==> src/rtl/instruction_fetch.sv <==
// Instruction fetch stage: PC register, IF/ID pipeline register and a small
// RUN/DONE/FAULT controller that stops fetching at the end of instruction memory.
module instruction_fetch #(
  parameter logic [31:0] RESET_PC  = 32'h0000_0000,
  parameter int unsigned MEM_WORDS = 114
) (
  input  logic        Clk,
  input  logic        Rst,
  output logic [31:0] Address,
  input  logic [31:0] Instruction,
  input  logic        Stall,
  input  logic        BranchTaken,
  input  logic [31:0] BranchTarget,
  input  logic        JumpTaken,
  input  logic [31:0] JumpTarget,
  output logic [31:0] IF_ID_Instruction,
  output logic [31:0] IF_ID_PCPlus4,
  output logic        IF_ID_Valid,
  output logic        Halted,
  output logic        Fault
);

  localparam logic [29:0] LAST_IDX  = 30'(MEM_WORDS - 1);
  localparam logic [29:0] WORDS_IDX = 30'(MEM_WORDS);
  localparam logic [31:0] RESET_PC_ALIGNED = {RESET_PC[31:2], 2'b00};

  typedef enum logic [1:0] {
    RUN,
    DONE,
    FAULT
  } state_t;

  state_t      state, state_next;
  logic [31:0] pc, pc_next;
  logic [31:0] inst_q, inst_next;
  logic [31:0] pcp4_q, pcp4_next;
  logic        valid_q, valid_next;

  logic        redirect;
  logic [31:0] target;
  logic        target_ok;
  logic [31:0] pc_plus4;

  // Branch wins over jump when both resolve in the same cycle.
  assign redirect  = BranchTaken | JumpTaken;
  assign target    = BranchTaken ? BranchTarget : JumpTarget;
  assign target_ok = (target[1:0] == 2'b00) && (target[31:2] < WORDS_IDX);
  assign pc_plus4  = pc + 32'd4;

  always_comb begin
    // NOTE: every output of this block is given a hold value first, so no path leaves it unassigned and no latch is inferred.
    state_next = state;
    pc_next    = pc;
    inst_next  = inst_q;
    pcp4_next  = pcp4_q;
    valid_next = valid_q;

    case (state)
      RUN, DONE: begin
        if (redirect) begin
          valid_next = 1'b0;
          inst_next  = '0;
          if (target_ok) begin
            pc_next    = target;
            pcp4_next  = '0;
            state_next = RUN;
          end else begin
            state_next = FAULT;
          end
        end else if (!Stall) begin
          if (state == RUN) begin
            inst_next  = Instruction;
            pcp4_next  = pc_plus4;
            valid_next = 1'b1;
            // The last word is fetched once; PC parks on it afterwards.
            if (pc[31:2] >= LAST_IDX) state_next = DONE;
            else                      pc_next    = pc_plus4;
          end else begin
            valid_next = 1'b0;
          end
        end
      end
      FAULT: begin
        valid_next = 1'b0;
      end
      default: begin
        state_next = FAULT;
        valid_next = 1'b0;
      end
    endcase
  end

  // NOTE: sequential state uses non-blocking assignments so every register samples pre-edge values.
  always_ff @(posedge Clk) begin
    if (Rst) begin
      state   <= RUN;
      pc      <= RESET_PC_ALIGNED;
      inst_q  <= '0;
      pcp4_q  <= '0;
      valid_q <= 1'b0;
    end else begin
      state   <= state_next;
      pc      <= pc_next;
      inst_q  <= inst_next;
      pcp4_q  <= pcp4_next;
      valid_q <= valid_next;
    end
  end

  assign Address           = pc;
  assign IF_ID_Instruction = inst_q;
  assign IF_ID_PCPlus4     = pcp4_q;
  assign IF_ID_Valid       = valid_q;
  assign Halted            = (state == DONE);
  assign Fault             = (state == FAULT);

endmodule

==> config.mk <==
export PLATFORM = sky130hd
export DESIGN_NAME = instruction_fetch
export DESIGN_NICKNAME = d
export VERILOG_FILES = /design/src/rtl/instruction_fetch.sv
export SDC_FILE = /design/constraint.sdc
export NUM_CORES = 1
export LEC_CHECK = 0
export CORE_MARGIN = 5
export CORE_UTILIZATION = 43
export CTS_BUF_LIST = sky130_fd_sc_hd__clkbuf_8
export DETAILED_ROUTE_END_ITERATION = 10
export PLACE_DENSITY_LB_ADDON = 0.12
export SLEW_MARGIN = 30
export SYNTH_ARGS = -nofsm -noshare
export SYNTH_HDL_FRONTEND = slang
export SYNTH_SLANG_ARGS = --single-unit
==> constraint.sdc <==
create_clock -name Clk -period 2.33 [get_ports Clk]
set_input_delay 0.466 -clock Clk [delete_from_list [all_inputs] [get_ports Clk]]
set_output_delay 0.466 -clock Clk [all_outputs]
set_load 0.01 [all_outputs]
---- Word level (Yosys, flattened, before mapping) ----
Index checks and enable logic that the tools add are counted.
storage, ports and cells
  flip-flop bits (word level) ............. 99
  input bits .............................. 101
  output and inout bits ................... 99
  logic and storage cells ................. 49
operators by class
  $add $sub $neg .......................... 1
  magnitude comparators ................... 2
  eq/ne operators ......................... 8
  mux-type cells .......................... 20
  bitwise operators ....................... 3
  reductions and logical operators ........ 10
operators with widths
  kind                     count
  $mux W32                 13
  $add A32 B3 Y32 const B  1
  $ge A30 B7 Y1 const B    1
  $lt A30 B7 Y1 const B    1
  $mux W2                  5
  $ne A3 B3 Y1 const B     3
  $reduce_and A4 Y1        2
  $reduce_and A5 Y1        1
  $logic_not A2 Y1         2
  $ne A2 B1 Y1 const B     2
  $pmux W2 S2              1
  $reduce_and A3 Y1        1
  $reduce_or A3 Y1         1
  $eq A2 B1 Y1 const B     1
  $eq A2 B2 Y1 const B     1
  $ne A2 B2 Y1 const B     1
  $not A1 Y1               2
  $reduce_bool A2 Y1       1
  $reduce_or A2 Y1         1
  $logic_and A1 B1 Y1      1
  $mux W1                  1
  $or A1 B1 Y1             1

---- Logic depth before layout (Yosys ltp) ----
Gate-level depths: netlist (run 1).
  depth in word-level cells ............... 6
  depth in mapped cells ................... 9
  depth with buffers taken out ............ 8

---- Worst setup path after synthesis (run 1) ----
No wires, ideal clock.
  kind .................................... flip-flop to flip-flop
  from .................................... register pc[2] (netlist: Address[2])
  to ...................................... register pcp4_q[28] (netlist: IF_ID_PCPlus4[28])
  library setup time ...................... 67 ps
  arrival time ............................ 2,065 ps
  data required time ...................... 2,263 ps
  setup slack ............................. 198 ps
  stages on the path, launching flop included .. 9
  path buffers ............................ 1
  clock period less this slack ............ 2,132 ps
  cells stage by stage .................... dfxtp_1 > ha_1 > nand3_2 > or3_1 > buf_6 > nor4_4 > xnor2_1 > or3_1 > a21oi_2
between the ends
  cells in the longest elaborated chain, start to end .. 4
RTL lines
  item                    line  text
  start, declared         34    logic [31:0] pc, pc_next;
  start signal, assigned  103   pc <= pc_next;
  $add A32 B3 Y32         48    assign pc_plus4 = pc + 32'd4;
  $mux W32                71    if (state == RUN) begin
  $mux W32                70    end else if (!Stall) begin
  $mux W32                60    if (redirect) begin
  end signal, assigned    105   pcp4_q <= pcp4_next;
  end, declared           36    logic [31:0] pcp4_q, pcp4_next;
No other way between the ends. The select of a mux whose other input is x is not followed.
A chain may end at the register's enable or synchronous reset.

---- Worst setup path after layout (run 1) ----
  from .................................... register pc[2] (netlist: Address[2])
  to ...................................... register pc[2] (netlist: Address[2])
between the ends
  cells in the longest elaborated chain, start to end .. 5
  elaborated cells on any way between the ends .. 8
  those cells by class .................... add/sub (1); order compare (1); eq/ne (1); mux (4); reduce/logical (1)
RTL lines
  item             line  text
  $add A32 B3 Y32  48
  $mux W32         76    if (pc[31:2] >= LAST_IDX) state_next = DONE;
  $mux W32         71
  $mux W32         70
  $mux W32         60
Parallel ways exist; a longest one is shown, timed or not. The select of a mux whose other input is x is not followed.

==> results of run 1 <==
## kinds of logic (layout without fill, tap and decap cells)
logic type | Yosys count | after routing
flip-flops | 99 | 99
AO/OA/AOI/OAI | 85 | 85
buffers and inverters | 41 | 254
AND/OR/NAND/NOR | 229 | 229
XOR/XNOR | 28 | 28
multiplexers | 10 | 10
adder cells (fa/ha/maj) | 3 | 3
## layer usage
metal	vias up	global-route usage	share of wire	routed length [um]
li1	2181	-	-	-
met1	2067	0.2867	0.42	5977
met2	161	0.3895	0.48	6820
met3	19	0.04892	0.080	1134
met4	0	0.07480	0.019	276
met5	-	0	0	0
## layout make-up
cell class              count  share of cell area
well taps                 133             0.02435
flip-flops and latches     99              0.2901
multi-input cells         355              0.3181
clock buffers               9             0.01813
inverters                   7            0.003845
repair buffers            231              0.3369
clock inverters             7            0.008606
## stage by stage
step / hold WS [ns] / utilization
detailed placement: 0.4597 / 0.6787
global route: 0.4762 / 0.6991
floorplan: 0.4839 / -
global placement: 0.4511 / 0.6787
finish: 0.4631 / 0.6991
CTS: 0.4490 / 0.6974
## how the worst max path moves through the flow
stage,startpoint,to,cells past startpoint
floorplan,Address[2],IF_ID_PCPlus4[28],8
global route,Address[2],Address[5],9
detailed placement,BranchTaken,Address[5],9
CTS,Address[2],IF_ID_PCPlus4[28],7
global placement,BranchTaken,IF_ID_PCPlus4[7],8
finish,Address[2],Address[2],8
## sequential cells by signal, summed over array words and instances (netlist names)
name               cells
Address               32
IF_ID_Instruction     32
IF_ID_PCPlus4         32
IF_ID_Valid            1
state                  2
## cell usage after synthesis (3+ instances only)
cell type and n:
buf_2 12, nand3_1 29, and4_1 7, a22oi_1 32
o21ai_0 8, nor4_1 19, or3_1 6, a21oi_1 26
ha_1 3, mux2i_1 10, inv_1 7, xor2_1 15
nand4_1 9, nand4b_1 6, clkbuf_1 20, xnor2_1 13
and2_1 25, nor3_1 15, nand2_1 34, dfxtp_1 99
a31oi_1 7, nor2_1 65
## worst max-delay path, stage by stage, from the launching register on
cell	delay, ns
dfxtp_1	0.38
buf_4	0.17
ha_1	0.19
nor4b_1	0.32
o211ai_1	0.21
nor3_1	0.35
a31oi_4	0.10
a211o_1	0.29
a21oi_1	0.15
## power groups by stage
stage	combinational [mW]	clock [mW]	sequential, mW
2_1_floorplan	0.126	0	1.77
6_report	0.425	1.04	1.73
3_3_place_gp	0.416	0	1.77
3_5_place_dp	0.422	0	1.77
5_1_grt	0.455	1.15	1.73
4_1_cts	0.424	1.07	1.73
## timing repair
action	4_1_cts	5_1_grt
gates resized for setup	0	1
setup endpoints to repair	0	1
hold buffers	0	0
endpoints found under the hold margin	0	0
setup buffers	0	1
==> impl_metrics.toml, run 1 <==
[synth]
synth_enable_flop_cells = 0
synth_area_um2 = 4304
synth_compound_area_frac = 0.1305
synthAdderAreaFrac = 0.008721
synthMuxAreaShare = 0.02326
post-synth-top-area-cell = "dfxtp_1"
ys.flop_type = "dfxtp_1"
syn-num-nets = 599
synth_seq_cells = 99
synthTopCellsByArea = "dfxtp_1, nor2_1, a22oi_1, and2_1, nand3_1"
synth_top_family_by_area = "simple AND/OR/NAND/NOR gates"
ys_seq_area_frac = 0.4605
ys_warn_count = 0
netlist_instances = 495
synth_xor_area_frac = 0.05698
async_flop_share = 0
avgSynthCellArea_um2 = 8.695
yosysUniqueCellTypes = 43
synth_top_area_share = 0.4605
yosys.area_share.simple = 0.2791

[power_and_ir_drop]
p_comb_frac = 0.133
internal_power_mw = 2.370
power.total_mw = 3.192
p_leak_nw = 2.456
switching_share = 0.2574
p_per_area_nw_per_um2 = 467.2
clkPwrFrac = 0.326
peakVddDrop_mv = 0.3177
seq_power_share = 0.541
switchingPower_uw = 821.8

[critical_path]
reg2reg_to = "Address[2]"
cp.arrival_ns = 2.52
critPathKind = "reg2reg"
critPathLaunchType = "flop"
reg2reg_setup_slack_ns = 0.12
reg2regPathDepth = 8
endpoint_kind = "flop"
path_max_fanout = 4
critPathRequiredTime_ns = 2.63
r2r_start = "Address[2]"

[floorplan]
start_util = 0.4403
ios = 200
dieArea_um2 = 12110
die_h_um = 110.0
chipWidth_um = 110.0
rows = 36
core_um2 = 9774

[cts]
cts_root_buf = "clkbuf_8"
cts.clk_slew.worst_paths_ns = 0.10
cts_buffers = 9
worstSkewPairLatency_ns = 0.37
tritoncts = "yes"
htree_levels = 3
cts_buffer_depth = 2
cts.sinks = 99

[grt]
grt_antenna_before_repair = 0
overflow = 0
grt_pass1_wl_mm = 21.69
grt_max_degree = 34
grt_pass1_vias = 4238
grt_use_total = 0.2285

[sta]
max_freq_ghz = 0.4517
period_share = 0.9501
min_period_ns = 2.214
setup_viol = 0
hold_viol_final = 0
relSlewSlack = 0.7648
drv_slew = 0
finalClockSkew_ns = 0.01281
layout_setup_ws_ns = 0.1163
fin_tns_setup_ns = 0
worstMarginPinSlew_ns = 0.3479

[route]
viasPerCell = 5.265
wire_per_inst_um = 16.90
vias = 4428
drtIter0Drc = 362
drtPass1Iterations = 5
drcViolationCount = 0
antenna_left = 0
wl_mm = 14.21

[min_path]
hold_start = "Rst"
holdPathEnd = "IF_ID_Instruction[6]"
whs_path_depth = 2
hold_class = "in2reg"

[final_layout]
synthToLayoutAreaGrowth_pct = 58.75
diodes = 0
nNetsFinal = 807
final_cells = 841
n_fill_cell = 777
drive_above_1_share = 0.08333
layout_commonest_cell = "clkdlybuf4s50_1"
register_area_um2 = 1982
multi_input_area_um2 = 2173
finish.instance_area_um2 = 6833
layout.cells.most_common_list = "clkdlybuf4s50_1, dfxtp_1, nor2_1"

[placement]
place_congestion = 0.8171
hpwl_mm = 10.91
dp_slack_ns = -0.2354
dpl_cell_area_um2 = 6634
place_inst = 824
io_buffers = 199

[run]
cap_violations = 0

[status]
outcome = "finished clean"
Note: power is estimated with default switching activity, not from simulation.
==> run 2, diff against run 1 <==
CORE_ASPECT_RATIO = 1.2   (was unset)
==> impl_metrics.toml, run 2 (synthesis gave the netlist of run 1 again) <==
[grt]
grt_antenna_before_repair = 0
grt_pass1_vias = 4232
grt_pass1_wl_mm = 21.83
grt_use_total = 0.2248
grt_max_degree = 49
overflow = 0

[floorplan]
core_um2 = 9910
chipWidth_um = 101.3
ios = 200
start_util = 0.4343
rows = 40
die_h_um = 119.6
dieArea_um2 = 12120

[route]
drtIter0Drc = 310
vias = 4410
drtPass1Iterations = 5
wl_mm = 13.91
drcViolationCount = 0
antenna_left = 0
viasPerCell = 5.281
wire_per_inst_um = 16.66

[cts]
cts_buffer_depth = 2
worstSkewPairLatency_ns = 0.36
cts_hold_buf = 0
tritoncts = "yes"
cts.clk_slew.worst_paths_ns = 0.09
htree_levels = 3
cts_buffers = 9
cts_root_buf = "clkbuf_8"
cts.sinks = 99

[critical_path]
cp.arrival_ns = 2.49
path_max_fanout = 6
reg2regPathDepth = 7
critPathRequiredTime_ns = 2.63
critPathKind = "reg2reg"
endpoint_kind = "flop"
critPathLaunchType = "flop"

[final_layout]
finish.instance_area_um2 = 6909
layout.cells.most_common_list = "clkdlybuf4s50_1, dfxtp_1, nor2_1"
n_fill_cell = 813
fin_util = 0.6972
layout_commonest_cell = "clkdlybuf4s50_1"
nNetsFinal = 808
drive_above_1_share = 0.08604
synthToLayoutAreaGrowth_pct = 60.52
diodes = 0
final_cells = 835

[power_and_ir_drop]
p_leak_nw = 2.517
peakVddDrop_mv = 0.3745
p_per_area_nw_per_um2 = 520.0

[placement]
place_congestion = 0.8657
io_buffers = 199
place_inst = 817
hpwl_mm = 10.58
dpl_cell_area_um2 = 6588

[sta]
hold_viol_final = 0
drv_slew = 0
worstMarginPinSlew_ns = 0.6338
period_share = 0.9380
setup_viol = 0
min_period_ns = 2.186
relSlewSlack = 0.5775
finalClockSkew_ns = 0.008121
max_freq_ghz = 0.4576
fin_tns_setup_ns = 0
rsz0062_at_grt = "no"

[min_path]
whs_path_depth = 2
hold_class = "reg2reg"

[status]
outcome = "finished clean"

[run]
cap_violations = 0
[run 2: changes by cell type in the layout (fill, tap and decap cells not counted), moves of 3 or more]
cell / change
clkinvlp_4: -4
bufinv_16: +4
buf_12: -3
buf_4: +3
[run 2: timing repair]
| action | in CTS | in global routing |
|---|---|---|
| buffers inserted | 0 | 1 |
| endpoints found under the setup margin | 0 | 38 |
| resized for setup | 0 | 3 |
[run 2: layout make-up]
class                      count  area (um^2)  area share
clock buffer                  10        137.6     0.01992
tap                          126        157.7     0.02282
multi-input combinational    355         2177      0.3151
clock inverter                 6        133.9     0.01938
timing repair buffer         232         2295      0.3321
sequential                    99         1982      0.2869
inverter                       7        26.28    0.003803
[run 2: report_power, final]
part | total (mW) | switching (mW) | internal (mW) | leakage, nW
Clock | 1.44 | 0.591 | 0.853 | 0.137
Sequential | 1.73 | 0.0153 | 1.71 | 0.800
Combinational | 0.422 | 0.168 | 0.254 | 1.58
[run 2: final timing paths]
check,startpoint,to,slack [ns]
setup / recovery,Address[3],IF_ID_PCPlus4[28],0.14
hold / removal,IF_ID_PCPlus4[9],IF_ID_PCPlus4[9],0.47
setup reg to reg,Address[3],IF_ID_PCPlus4[28],0.14
hold reg to reg,IF_ID_PCPlus4[9],IF_ID_PCPlus4[9],0.47
[run 2: critical path: stages, from the launching register on]
cell and delay (ns):
dfxtp_1 0.43, ha_1 0.22, nand3_2 0.13, or3_1 0.49, nor4_4 0.31, xnor2_1 0.10
or3_1 0.33, a21oi_2 0.13
[run 2: stage by stage]
stage               hold slack, ns  power [mW]  worst slack (ns)
floorplan                   0.4839       1.900            0.1975
CTS                         0.4704       3.613           0.03854
global placement            0.4538       2.174           -0.2818
global route                0.4927       3.725           0.01233
finish                      0.4701       3.593            0.1445
detailed placement          0.4582       2.182           -0.3412
[run 2: routing by layer]
| layer | GRT usage | up-vias | share of wire |
|---|---|---|---|
| li1 | - | 2183 | - |
| met1 | 0.2862 | 2017 | 0.40 |
| met2 | 0.3678 | 179 | 0.49 |
| met3 | 0.03779 | 31 | 0.078 |
| met4 | 0.1022 | 0 | 0.036 |
| met5 | 0 | - | 0 |
